## config.mk

```make
export PLATFORM = sky130hd
export DESIGN_NAME = pattern_hist_engine
export DESIGN_NICKNAME = d
export VERILOG_FILES = /design/src/rtl/pattern_hist_pkg.sv /design/src/rtl/pattern_window_match.sv /design/src/rtl/pattern_hist_engine.sv
export SDC_FILE = /design/constraint.sdc
export NUM_CORES = 1
export LEC_CHECK = 0
export BUFFER_PORTS_ARGS = -buffer_cell sky130_fd_sc_hd__buf_2
export CAP_MARGIN = 20
export CORE_MARGIN = 2
export CORE_UTILIZATION = 45
export CTS_BUF_LIST = sky130_fd_sc_hd__clkbuf_4
export DETAILED_ROUTE_END_ITERATION = 10
export PLACE_DENSITY = 0.7
export SLEW_MARGIN = 20
export SYNTH_ARGS = -nofsm -noshare
export SYNTH_HDL_FRONTEND = slang
export SYNTH_SLANG_ARGS = --single-unit
```

## constraint.sdc

```tcl
create_clock -name CLK -period 6.3 [get_ports CLK]
set_clock_uncertainty 0.05 [all_clocks]
set_input_delay 0.945 -clock CLK [delete_from_list [all_inputs] [get_ports CLK]]
set_output_delay 0.945 -clock CLK [all_outputs]
set_load 0.005 [all_outputs]
```

## src/rtl/pattern_hist_pkg.sv

```systemverilog
// Shared types, default sizes and saturating arithmetic for the pattern histogram engine.
// Latency: n/a (declarations only).
// Backpressure: n/a.
package pattern_hist_pkg;

    typedef enum logic [2:0] {
        IDLE  = 3'd0,
        SCAN  = 3'd1,
        DRAIN = 3'd2,
        WRITE = 3'd3,
        FIN   = 3'd4
    } hist_state_t;

    localparam int DEF_DW = 8;
    localparam int DEF_PW = 4;
    localparam int DEF_AW = 8;
    localparam int DEF_CW = 8;

    // a + b clamped to lim; callers size lim to the all-ones value of their register
    function automatic logic [31:0] sat_add(input logic [31:0] a,
                                            input logic [31:0] b,
                                            input logic [31:0] lim);
        logic [32:0] s;
        s = {1'b0, a} + {1'b0, b};
        return (s > {1'b0, lim}) ? lim : s[31:0];
    endfunction

endpackage

```

## src/rtl/pattern_window_match.sv

```systemverilog
// Counts the PW-bit sliding windows of a word that equal the pattern.
// Latency: purely combinational.
// Backpressure: none.
module pattern_window_match #(
    parameter int DW = 8,
    parameter int PW = 4
) (
    input  logic [DW-1:0]                word,
    input  logic [PW-1:0]                pattern,
    output logic [$clog2(DW-PW+2)-1:0]   count
);

    localparam int CNW = $clog2(DW-PW+2);

    // compare every window position and tally the hits
    always_comb begin
        count = '0;
        for (int j = 0; j <= DW-PW; j++) begin
            if (word[j +: PW] == pattern) begin
                count = count + CNW'(1);
            end
        end
    end

endmodule

```

## src/rtl/pattern_hist_engine.sv

```systemverilog
// Scans a memory block, histograms per-word pattern-match counts, writes bins back.
// Latency: len reads + 1 drain + NB writes + 1 done cycle after start.
// Backpressure: none; memory must accept one access per cycle, start ignored while busy.
module pattern_hist_engine
    import pattern_hist_pkg::*;
#(
    parameter int DW = DEF_DW,
    parameter int PW = DEF_PW,
    parameter int AW = DEF_AW,
    parameter int CW = DEF_CW
) (
    input  logic          CLK,
    input  logic          Reset_n,
    input  logic          start,
    input  logic [PW-1:0] pattern,
    input  logic [AW-1:0] src_base,
    input  logic [AW:0]   src_len,
    input  logic [AW-1:0] dst_base,
    output logic [AW-1:0] mem_addr,
    output logic          mem_re,
    input  logic [DW-1:0] mem_rdata,
    output logic          mem_we,
    output logic [DW-1:0] mem_wdata,
    output logic          busy,
    output logic          done,
    output logic [AW+3:0] total
);

    localparam int NB = DW - PW + 1;
    localparam int MW = $clog2(NB + 1);
    localparam logic [31:0] BIN_MAX = 32'((64'd1 << CW) - 64'd1);
    localparam logic [31:0] TOT_MAX = 32'((64'd1 << (AW + 4)) - 64'd1);

    hist_state_t   state_q, state_d;
    logic [PW-1:0] pat_q;
    logic [AW-1:0] src_q, dst_q;
    logic [AW:0]   len_q;
    logic [AW:0]   idx_q;          // word index in SCAN, bin index (k-1) in WRITE
    logic          rd_vld_q;       // mem_rdata carries a word this cycle
    logic [CW-1:0] bin_q [1:NB];
    logic [MW-1:0] match_cnt;
    logic [CW-1:0] hit_bin, hit_inc, wr_bin;
    logic [AW+3:0] total_nx;
    logic          accept, scan_last, write_last;

    assign accept     = (state_q == IDLE) && start;
    assign scan_last  = (idx_q == len_q - (AW+1)'(1));
    assign write_last = (idx_q == (AW+1)'(NB - 1));

    pattern_window_match #(
        .DW (DW),
        .PW (PW)
    ) u_match (
        .word    (mem_rdata),
        .pattern (pat_q),
        .count   (match_cnt)
    );

    // state register
    always_ff @(posedge CLK or negedge Reset_n) begin
        if (!Reset_n) begin
            state_q <= IDLE;
        end else begin
            state_q <= state_d;
        end
    end

    // next-state: an empty job skips straight to writing zero bins
    always_comb begin
        state_d = state_q;
        case (state_q)
            IDLE:    if (start) state_d = (src_len == '0) ? WRITE : SCAN;
            SCAN:    if (scan_last) state_d = DRAIN;
            DRAIN:   state_d = WRITE;
            WRITE:   if (write_last) state_d = FIN;
            FIN:     state_d = IDLE;
            default: state_d = IDLE;
        endcase
    end

    // memory port and status outputs decode directly from state so reset clears them at once
    always_comb begin
        mem_re    = 1'b0;
        mem_we    = 1'b0;
        mem_addr  = '0;
        mem_wdata = '0;
        case (state_q)
            SCAN: begin
                mem_re   = 1'b1;
                mem_addr = src_q + idx_q[AW-1:0];
            end
            WRITE: begin
                mem_we    = 1'b1;
                mem_addr  = dst_q + idx_q[AW-1:0];
                mem_wdata = DW'(wr_bin);
            end
            default: ;
        endcase
    end

    assign busy = (state_q == SCAN) || (state_q == DRAIN) || (state_q == WRITE);
    assign done = (state_q == FIN);

    // bin selection for write-back and for the increment, plus saturating sums
    always_comb begin
        wr_bin  = '0;
        hit_bin = '0;
        for (int k = 1; k <= NB; k++) begin
            if (idx_q == (AW+1)'(k - 1)) wr_bin = bin_q[k];
            if (match_cnt == MW'(k))     hit_bin = bin_q[k];
        end
        hit_inc  = CW'(sat_add(32'(hit_bin), 32'd1, BIN_MAX));
        total_nx = (AW+4)'(sat_add(32'(total), 32'(match_cnt), TOT_MAX));
    end

    // job parameters, phase index and read-valid pipeline flag
    always_ff @(posedge CLK or negedge Reset_n) begin
        if (!Reset_n) begin
            pat_q    <= '0;
            src_q    <= '0;
            dst_q    <= '0;
            len_q    <= '0;
            idx_q    <= '0;
            rd_vld_q <= 1'b0;
        end else begin
            rd_vld_q <= mem_re;
            if (accept) begin
                pat_q <= pattern;
                src_q <= src_base;
                dst_q <= dst_base;
                len_q <= src_len;
                idx_q <= '0;
            end else if (state_d != state_q) begin
                idx_q <= '0;
            end else if (state_q == SCAN || state_q == WRITE) begin
                idx_q <= idx_q + (AW+1)'(1);
            end
        end
    end

    // histogram bins and match total; words with no match leave the bins alone
    always_ff @(posedge CLK or negedge Reset_n) begin
        if (!Reset_n) begin
            total <= '0;
            for (int k = 1; k <= NB; k++) bin_q[k] <= '0;
        end else if (accept) begin
            total <= '0;
            for (int k = 1; k <= NB; k++) bin_q[k] <= '0;
        end else if (rd_vld_q) begin
            total <= total_nx;
            for (int k = 1; k <= NB; k++) begin
                if (match_cnt == MW'(k)) bin_q[k] <= hit_inc;
            end
        end
    end

endmodule
```

==> out/metrics.yaml <==
status: "finished, final reports clean"
die_y_um: 123
clock_power_share_pct: 11.0
hpwl_mm: 11.6
final_hold_viol_count: 0
worstMarginPinSlew_ps: 1040
fp.dieW_um: 123
grt_pass1_wl_mm: 27.6
rr_startpoint: "pat_q[2]"
start_util_pct: 45.8
fmax_mhz: 188
crit_type: "reg2out"
ys_warn_count: 0
critPathTopFamily: "simple AND/OR/NAND/NOR gates"
p_total_uw: 3230
cp_common_cell: "a21o_1"
slew_headroom_pct: 30.3
synthSimpleGateAreaFrac_pct: 20.3
synthAdderAreaFrac_pct: 4.43
crit_path_cell_trace: "nor2b_1 -> nand2_1 -> mux2_2 -> ha_1 -> a21o_1 -> a21o_1 -> a21o_1 -> a21oi_1 -> o21bai_1 -> a21oi_1 -> xnor2_1 -> nor2_1 -> buf_2"
synth-seq-area-share_pct: 37.2
n_fill_cell: 1336
cts_buffers: 9
path_buf_inv: 1
synth_top_cell_by_area: "dfrtp_1"
p_seq_share_pct: 32.3
worst_slack_ps: 994
final_max_slew_viol_count: 0
grt_max_degree: 56
final_nets: 865
postCtsHoldBufs: 0
fin_hold_ws_ps: 365
drt_iter0_drc: 408
switchingPower_uw: 1550
htreeDepth: 3
vias: 5748
p_int_uw: 1680
rr_endpoint: "bin_q[20]"
postSynthAreaPerCell_um2: 8.35
synth_compound_area_share_pct: 20.6
async_flop_share_pct: 100
synthMuxAreaShare_pct: 3.46
swShare_pct: 47.9
clock_path_buffers: 2
synth_edf_count: 0
cts_sinks: 94
hold_class: "in2async"
tns_ps: 0
crit_path_top_delay_cell: "nand2_1"
multi_input_area_um2: 3640
regToRegSetupSlack_ps: 1140
drt-total-wl_mm: 16.2
antenna_found_initial: 1
slowest_delay_ps: 640
area_delta_synth_final_pct: 9.36
r2r_cells: 18
vdd_drop_max_v: 0.000277
cp-end-kind: "output pin"
synth_top_cell_area_share_pct: 37.2
drive_gt1_share_pct: 15.1
clockRootBuffer: "clkbuf_4"
gr-total-overflow: 0
wl_per_cell_um: 16.3
grt.total_usage_pct: 23.2
viasPerCell: 5.79
tritoncts: "yes"
synth_most_common_cell: "nand2_1"
pwr_density_cell_nw_per_um2: 467
ys_types: 74
netlist_instances: 758
synth.top_cells.by_area: "dfrtp_1 (37%), nand2_1 (8.3%), xnor2_1 (6.0%)"
cts_setup_buffers: 0
grt_pass1_vias: 5623
static-leakage-power_uw: 0.00318
required_ps: 5300
setup_viol: 0
cp.arrival_ps: 4310
ant_nets: 0
p_comb_share_pct: 56.8
drc: 0
pin_count: 72
fin_crit_ps: 5310
synth_top_family_by_area: "compound AO/OA/AOI/OAI gates"
critPathLaunchType: "flip-flop"
first_pass_iters: 5
place_ws_ps: 648
insertion_delay_ps: 480
yosys-top-cells-count: "nand2_1 (140), dfrtp_1 (94), a21oi_1 (65), o21ai_0 (64), nor2_1 (52)"
max_cap_violations: 0
port_buffers: 71
grt_setup_unrepaired: "false"
synth_fp_nets: 819
place_congestion: 0.970
die-area_um2: 15000
synth_area_um2: 6330
path_max_fanout: 17
regArea_um2: 2350
core_area_um2: 13800
postCtsResizedCells: 0
period_share_pct: 84.2
synth-xor-area-share_pct: 8.82
rows: 43
synthFlopType: "dfrtp_1"
synth_seq_cells: 94
clk_pin_slew_ps: 160
layer usage:
layer,wire (um),vias to the layer above,global-route usage [%],share of wire [%]
met3,912,32,5.02,5.6
met1,7160,2740,30.3,44
li1,-,2780,-,-
met5,0,-,0,0
met4,346,0,8.76,2.1
met2,7800,196,37.7,48
power groups by stage:
| stage | sequential, uW | combinational [uW] | clock, uW |
|---|---|---|---|
| global route | 1080 | 2080 | 389 |
| floorplan | 939 | 1470 | 0 |
| global placement | 1050 | 1800 | 0 |
| detailed placement | 1050 | 1820 | 0 |
| CTS | 1040 | 1830 | 365 |
| finish | 1040 | 1830 | 355 |
per-stage QoR:
stage	instances	util [%]	instance area (um^2)
final	993	50.0	6920
after global placement	973	48.9	6760
after global routing	993	50.0	6920
after floorplan	758	-	6330
after detailed placement	973	48.9	6760
after CTS	989	50.0	6910
worst reg2reg max path, stage by stage, from the launching register on:
cell and delay, ps:
dfrtp_1 510, xnor2_1 260, and4_4 290, mux2i_1 340, inv_1 80, ha_1 290, a21o_1 170, ha_1 270
nand2_1 180, xnor3_1 440, or2_1 450, a21oi_1 230, nor2_1 80, inv_1 60, ha_1 170, inv_1 70
or4_4 580, a21oi_1 380, a21oi_1 140
area by class of cell:
type	count	share of cell area, %
sequential	94	34.0
clock inverter	6	1.01
clock buffer	10	1.09
multi-input combinational	590	52.7
antenna	4	0.145
timing repair buffer	81	6.26
tap	180	3.26
inverter	28	1.56
cell families (layout without fill, tap and decap cells):
family,count (synthesis),after routing
AND/OR/NAND/NOR,281,281
AO/OA/AOI/OAI,208,208
flip-flops,94,94
buffers and inverters,74,125
XOR/XNOR,58,58
adder cells (fa/ha/maj),22,22
multiplexers,21,21
other,0,4
worst max-delay path by stage:
stage,slack [ps],startpoint,endpoint,cells after the start
2_1_floorplan,1230,mem_rdata[3],bin_q[12],20
3_3_place_gp,780,mem_rdata[3],bin_q[20],21
3_5_place_dp,650,mem_rdata[4],bin_q[20],19
4_1_cts,960,state_q[0],mem_addr[7],13
5_1_grt,670,state_q[0],mem_addr[7],13
6_report,990,state_q[0],mem_addr[7],13
registers in the layout (all words and copies together), names as in the netlist:
name	cells
bin_q	40
dst_q	8
idx_q	9
len_q	9
pat_q	4
rd_vld_q	1
src_q	8
state_q	3
total	12
cells in the final DEF, fill, tap and decap left out, drive strengths merged, types with 8 or more instances in the layout:
master / synthesis / routed
nand2: 140 / 140
dfrtp: 94 / 94
buf: 12 / 81
a21oi: 66 / 66
o21ai: 65 / 65
nor2: 53 / 53
xnor2: 44 / 44
inv: 28 / 30
ha: 20 / 20
nor3: 15 / 15
mux2i: 14 / 14
nand4: 14 / 14
nand3: 11 / 11
xor2: 11 / 11
clkbuf: 34 / 10
o221ai: 9 / 9
and3: 8 / 8
nor4: 8 / 8
a31oi: 8 / 8
(Power assumes the default switching activity.)
